==> config.mk <==
export PLATFORM = sky130hd
export DESIGN_NAME = counter_timer_nch
export DESIGN_NICKNAME = d
export VERILOG_FILES = /design/src/rtl/counter_timer_pkg.sv /design/src/rtl/counter_timer_chan.sv /design/src/rtl/counter_timer_nch.sv
export SDC_FILE = /design/constraint.sdc
export NUM_CORES = 1
export LEC_CHECK = 0
export CORE_MARGIN = 5
export CORE_UTILIZATION = 35
export DETAILED_ROUTE_END_ITERATION = 6
export PLACE_DENSITY_LB_ADDON = 0.08
export SLEW_MARGIN = 20
export SYNTH_ARGS = -nofsm -noshare
export SYNTH_HDL_FRONTEND = slang
export SYNTH_SLANG_ARGS = --single-unit
==> constraint.sdc <==
create_clock -name clk -period 4.7 [get_ports clk]
set_clock_uncertainty 0.05 [all_clocks]
set_input_delay 0.94 -clock clk [delete_from_list [all_inputs] [get_ports clk]]
set_output_delay 0.94 -clock clk [all_outputs]
set_load 0.05 [all_outputs]
==> src/rtl/counter_timer_pkg.sv <==
// Shared constants for counter_timer_nch: channel mode encodings and control-word field positions.
package counter_timer_pkg;

  localparam logic [1:0] MODE_ONESHOT  = 2'd0;
  localparam logic [1:0] MODE_PERIODIC = 2'd1;
  localparam logic [1:0] MODE_SQUARE   = 2'd2;
  localparam logic [1:0] MODE_FREERUN  = 2'd3;

  localparam int unsigned CTRL_MODE_LSB = 0;
  localparam int unsigned CTRL_EN_BIT   = 2;
  localparam int unsigned CTRL_MASK_BIT = 3;
  localparam int unsigned CTRL_DIV_LSB  = 4;

endpackage

==> src/rtl/counter_timer_chan.sv <==
// One timer channel: prescaler, count/reload, OUT line and optional sticky
// interrupt pend bit (present when COUNTER_IRQ_EN is defined).
module counter_timer_chan
  import counter_timer_pkg::*;
#(
  parameter int WIDTH   = 32,
  parameter int PRESC_W = 12
) (
  input  logic             clk,
  input  logic             rst,
  input  logic             load_we,
  input  logic             ctrl_we,
  input  logic [WIDTH-1:0] wr_val,
  output logic [WIDTH-1:0] count,
  output logic             out,
  output logic             irq_req
);

  localparam int CTRL_W = PRESC_W + 4;

  logic [WIDTH-1:0]   count_q, count_d;
  logic [WIDTH-1:0]   reload_q, reload_d;
  logic [CTRL_W-1:0]  ctrl_q, ctrl_d;
  logic [PRESC_W-1:0] pcnt_q, pcnt_d;
  logic               out_q, out_d;

  logic [1:0]         mode;
  logic               en;
  logic [PRESC_W-1:0] div;
  logic               tick;
  logic               event_hit;

  always_comb begin
    mode      = ctrl_q[CTRL_MODE_LSB +: 2];
    en        = ctrl_q[CTRL_EN_BIT];
    div       = ctrl_q[CTRL_DIV_LSB +: PRESC_W];
    tick      = en && (pcnt_q == div);

    count_d   = count_q;
    reload_d  = reload_q;
    ctrl_d    = ctrl_q;
    pcnt_d    = pcnt_q;
    out_d     = out_q;
    event_hit = 1'b0;

    // A bus write always takes priority; any coincident tick is discarded.
    if (load_we) begin
      reload_d = wr_val;
      count_d  = wr_val;
      pcnt_d   = '0;
      out_d    = 1'b0;
    end else if (ctrl_we) begin
      ctrl_d = wr_val[CTRL_W-1:0];
      pcnt_d = '0;
    end else if (en) begin
      pcnt_d = tick ? '0 : pcnt_q + PRESC_W'(1);
      if (mode == MODE_PERIODIC || mode == MODE_FREERUN) begin
        out_d = 1'b0;
      end
      if (tick) begin
        if (mode == MODE_FREERUN) begin
          if (count_q == '1) begin
            count_d   = '0;
            out_d     = 1'b1;
            event_hit = 1'b1;
          end else begin
            count_d = count_q + WIDTH'(1);
          end
        end else if (count_q == WIDTH'(1)) begin
          event_hit = 1'b1;
          case (mode)
            MODE_ONESHOT: begin
              count_d = '0;
              out_d   = 1'b1;
            end
            MODE_PERIODIC: begin
              count_d = reload_q;
              out_d   = 1'b1;
            end
            default: begin
              count_d = reload_q;
              out_d   = ~out_q;
            end
          endcase
        end else if (count_q != '0) begin
          count_d = count_q - WIDTH'(1);
        end
      end
    end
  end

  always_ff @(posedge clk) begin
    if (rst) begin
      count_q  <= '0;
      reload_q <= '0;
      ctrl_q   <= '0;
      pcnt_q   <= '0;
      out_q    <= 1'b0;
    end else begin
      count_q  <= count_d;
      reload_q <= reload_d;
      ctrl_q   <= ctrl_d;
      pcnt_q   <= pcnt_d;
      out_q    <= out_d;
    end
  end

  assign count = count_q;
  assign out   = out_q;

`ifdef COUNTER_IRQ_EN
  logic pend_q, pend_d;

  always_comb begin
    pend_d = pend_q;
    if (ctrl_we) pend_d = 1'b0;
    if (event_hit) pend_d = 1'b1;
  end

  always_ff @(posedge clk) begin
    if (rst) pend_q <= 1'b0;
    else     pend_q <= pend_d;
  end

  assign irq_req = pend_q & ctrl_q[CTRL_MASK_BIT];
`else
  logic irq_unused;
  assign irq_unused = ctrl_q[CTRL_MASK_BIT] ^ event_hit;
  assign irq_req    = 1'b0;
`endif

endmodule

==> src/rtl/counter_timer_nch.sv <==
// N-channel timer/counter peripheral: bus write decode, per-channel instances,
// count readback mux and irq OR. Interrupt pend logic enabled by COUNTER_IRQ_EN.
module counter_timer_nch
  import counter_timer_pkg::*;
#(
  parameter int  NCH     = 3,
  parameter int  WIDTH   = 32,
  parameter int  PRESC_W = 12,
  localparam int CH_W    = (NCH > 1) ? $clog2(NCH) : 1
) (
  input  logic             clk,
  input  logic             rst,
  input  logic             counter_we,
  input  logic [CH_W-1:0]  counter_ch,
  input  logic             counter_ctrl,
  input  logic [WIDTH-1:0] counter_val,
  input  logic [CH_W-1:0]  rd_ch,
  output logic [WIDTH-1:0] counter_out,
  output logic [NCH-1:0]   counter_OUT,
  output logic             irq
);

  logic [WIDTH-1:0] count_all [NCH];
  logic [NCH-1:0]   irq_vec;
  logic [NCH-1:0]   load_we;
  logic [NCH-1:0]   ctrl_we;

  // Channel indices >= NCH never match, so such writes fall on the floor.
  for (genvar g = 0; g < NCH; g++) begin : g_ch
    assign load_we[g] = counter_we && !counter_ctrl && (counter_ch == CH_W'(g));
    assign ctrl_we[g] = counter_we &&  counter_ctrl && (counter_ch == CH_W'(g));

    counter_timer_chan #(
      .WIDTH   (WIDTH),
      .PRESC_W (PRESC_W)
    ) u_chan (
      .clk     (clk),
      .rst     (rst),
      .load_we (load_we[g]),
      .ctrl_we (ctrl_we[g]),
      .wr_val  (counter_val),
      .count   (count_all[g]),
      .out     (counter_OUT[g]),
      .irq_req (irq_vec[g])
    );
  end

  always_comb begin
    counter_out = '0;
    for (int unsigned i = 0; i < NCH; i++) begin
      if (rd_ch == CH_W'(i)) counter_out = count_all[i];
    end
  end

  assign irq = |irq_vec;

endmodule

==> impl_metrics.yaml, run 1 <==
synth:
  synth_top_cell_area_share_pct: 31.3
  yosys.area_share.simple_pct: 28.8
  synth_area_um2: 17700
  yosysTopAreaCell: "dfxtp_1"
  synth_cells: 2469
  synth_fa_ha_area_share_pct: 0.849
  synthTopCellsByArea: "dfxtp_1 31%, nand2_1 9.6%, a21oi_1 6.4%"
  synth_top_family_by_area: "simple AND/OR/NAND/NOR gates"
  avgSynthCellArea_um2: 7.16
  synthesis.nets: 2521
  ys_seq_elements: 276
  synth-xor-area-share_pct: 9.17
  yosysUniqueCellTypes: 77
  yosysWarnings: 0
  synth_compound_area_share_pct: 21.9
  synth_ff_type: "dfxtp_1"
  synth_mux_area_share_pct: 1.93
  ys_async_sr_fraction_pct: 0
  ys_seq_area_share_pct: 31.3
  synth_edf_count: 0
route:
  wl_per_cell_um: 23.7
  ant_nets: 0
  vias_per_cell: 5.94
  drtIter0Drc: 2044
  vias: 18400
  drc: 0
  routed_wl_um: 73400
  firstDrtPassIters: 6
clocking:
  clk_pin_slew_worst_paths_ns: 0.06
  h-tree-depth: 2
  clock_sink_count: 276
  ctsResizeCount: 0
  clk_latency_ns: 0.56
  postCtsSetupBuffers: 0
  cts_hold_buffers: 0
  cts_inserted_buffers: 36
  max-clock-path-buffers: 3
  tritoncts: "yes"
  cts_root_buf: "clkbuf_16"
cells_and_area:
  fin_util_pct: 40.4
  nets: 2450
  fillerInstances: 5272
  final_layout_size_suffix_gt1_share_pct: 7.48
  antenna_cells: 0
  syn_to_final_growth_pct: 14.4
place:
  io_buffers: 74
  dpl.hpwl_um: 51300
  gp_congestion: 0.936
  place_ws_ns: 0.560
global_route:
  grt_pass1_vias: 17300
  antenna_found_initial: 2
  track_usage_pct: 25.3
  grt_pass1_wl_um: 110000
  grt-ovfl-total: 0
  grt_max_degree: 98
worst_setup_path:
  required_ns: 5.12
  cp-end-kind: "register"
  path_class: "reg2reg"
  crit_fanout: 20
  cp_data_arrival_time_ns: 4.42
  start_kind: "register"
  reg2reg_depth: 8
floorplan:
  io_pins: 76
  rows: 82
  start_util_pct: 35.3
  core-area_um2: 50100
  die_y_um: 235
  die_w_um: 235
  dieArea_um2: 55100
sta:
  fmax_ghz: 0.250
  rsz0062_at_grt: "no"
  worstMarginPinSlew_ns: 0.995
  setup_violations: 0
  finalHoldViolCount: 0
  fin_ws_ns: 0.694
  drv_slew: 0
  finalCritPeriodShare_pct: 85.2
  min_period_ns: 4.01
  max_slew_margin_pct: 33.4
  finalSetupTns_ns: 0
min_path:
  hold_depth: 2
  hold_class: "reg2reg"
power:
  p_leak_nw: 6.94
  peakVddDrop_v: 0.000231
  power_density_nw_per_um2: 318
status:
  status: "complete, no violations"
job:
  cap_violations: 0
==> where the power goes <==
part	internal, mW	switching [mW]
combinational	0.485	0.762
clock	1.58	1.10
sequential	2.40	0.105
total	4.46	1.96
==> cell usage in the layout (no fill, tap or decap), types with 57 or more instances in the layout <==
| master | n |
|---|---|
| nand2_1 | 454 |
| dfxtp_1 | 276 |
| o21ai_0 | 148 |
| nor2_1 | 153 |
| buf_4 | 61 |
| xnor2_1 | 109 |
| nand3_1 | 133 |
| a21oi_1 | 227 |
| nor3_1 | 57 |
| xor2_1 | 76 |
==> metrics by stage <==
| stage | power, mW | instances | cell area, µm² | hold slack (ns) |
|---|---|---|---|---|
| after floorplan | 3.37 | 2469 | 17700 | 0.382 |
| after global placement | 3.77 | 3032 | 19100 | 0.389 |
| after global routing | 6.70 | 3092 | 20200 | 0.420 |
| after CTS | 6.49 | 3092 | 20200 | 0.404 |
| final | 6.43 | 3092 | 20200 | 0.398 |
| after detailed placement | 3.77 | 3032 | 19100 | 0.397 |
==> final cells by class <==
cell class | instances | area, µm² | area share (%)
Clock buffer | 50 | 995 | 4.92
Clock inverter | 10 | 108 | 0.532
Inverter | 18 | 67.6 | 0.334
Multi-Input combinational cell | 1929 | 11100 | 55.0
Sequential cell | 276 | 5530 | 27.3
Tap cell | 672 | 841 | 4.16
Timing Repair Buffer | 137 | 1560 | 7.69
==> kinds of logic after synthesis <==
family,count (synthesis)
adder cells (fa/ha/maj),12
buffers and inverters,264
AND/OR/NAND/NOR,1067
XOR/XNOR,185
flip-flops,276
AO/OA/AOI/OAI,630
other,1
multiplexers,34
==> routing by layer <==
layer / global-route usage, % / vias to the layer above / share of wire (%)
met1: 34.4 / 8818 / 43
met3: 4.10 / 178 / 7.1
met4: 10.8 / 4 / 4.5
met2: 40.0 / 750 / 45
met5: 0 / - / 0.038
li1: - / 8624 / -
==> state kept, by name (all words and copies together) (netlist names) <==
| name | count |
|---|---|
| g_ch.u_chan.reload_q | 96 |
| g_ch.u_chan.ctrl_q | 45 |
| g_ch.u_chan.count | 96 |
| g_ch.u_chan.out | 3 |
| g_ch.u_chan.pcnt_q | 36 |
==> critical path, stage by stage (launching register included) <==
cell	delay (ns)
dfxtp_1	0.41
inv_1	0.16
ha_1	0.27
or4b_2	0.67
or3_1	0.44
nor4_2	0.62
o31a_1	0.88
a21boi_0	0.22
o22ai_1	0.20
==> synth_stat cells (29+ instances only) <==
cell type and count:
nand2_1 454, dfxtp_1 276, a21oi_1 227, clkbuf_1 204
nor2_1 154, o21ai_0 148, nand3_1 134, xnor2_1 109
xor2_1 76, nor3_1 58, nor4_1 48, nand4_1 41
and3_1 35, a31oi_1 34, mux2i_1 34, a211oi_1 29
==> final timing paths <==
check	from	end	slack, ns
min reg2reg	g_ch[1].u_chan.reload_q[19]$_SDFFE_PP0P_	g_ch[1].u_chan.reload_q[19]$_SDFFE_PP0P_	0.40
max	g_ch[2].u_chan.count[0]$_SDFFE_PP0P_	g_ch[2].u_chan.count[10]$_SDFFE_PP0P_	0.69
min	g_ch[1].u_chan.reload_q[19]$_SDFFE_PP0P_	g_ch[1].u_chan.reload_q[19]$_SDFFE_PP0P_	0.40
max reg2reg	g_ch[2].u_chan.count[0]$_SDFFE_PP0P_	g_ch[2].u_chan.count[10]$_SDFFE_PP0P_	0.69
Note: power is estimated with default switching activity, not from simulation.
==> inputs of run 2 (changes only) <==
- HOLD_SLACK_MARGIN: default -> 0.02
- SLEW_MARGIN: 20 -> default
==> results of run 2 <==
The final DEF is identical to that of run 1; final timing and power are the same.
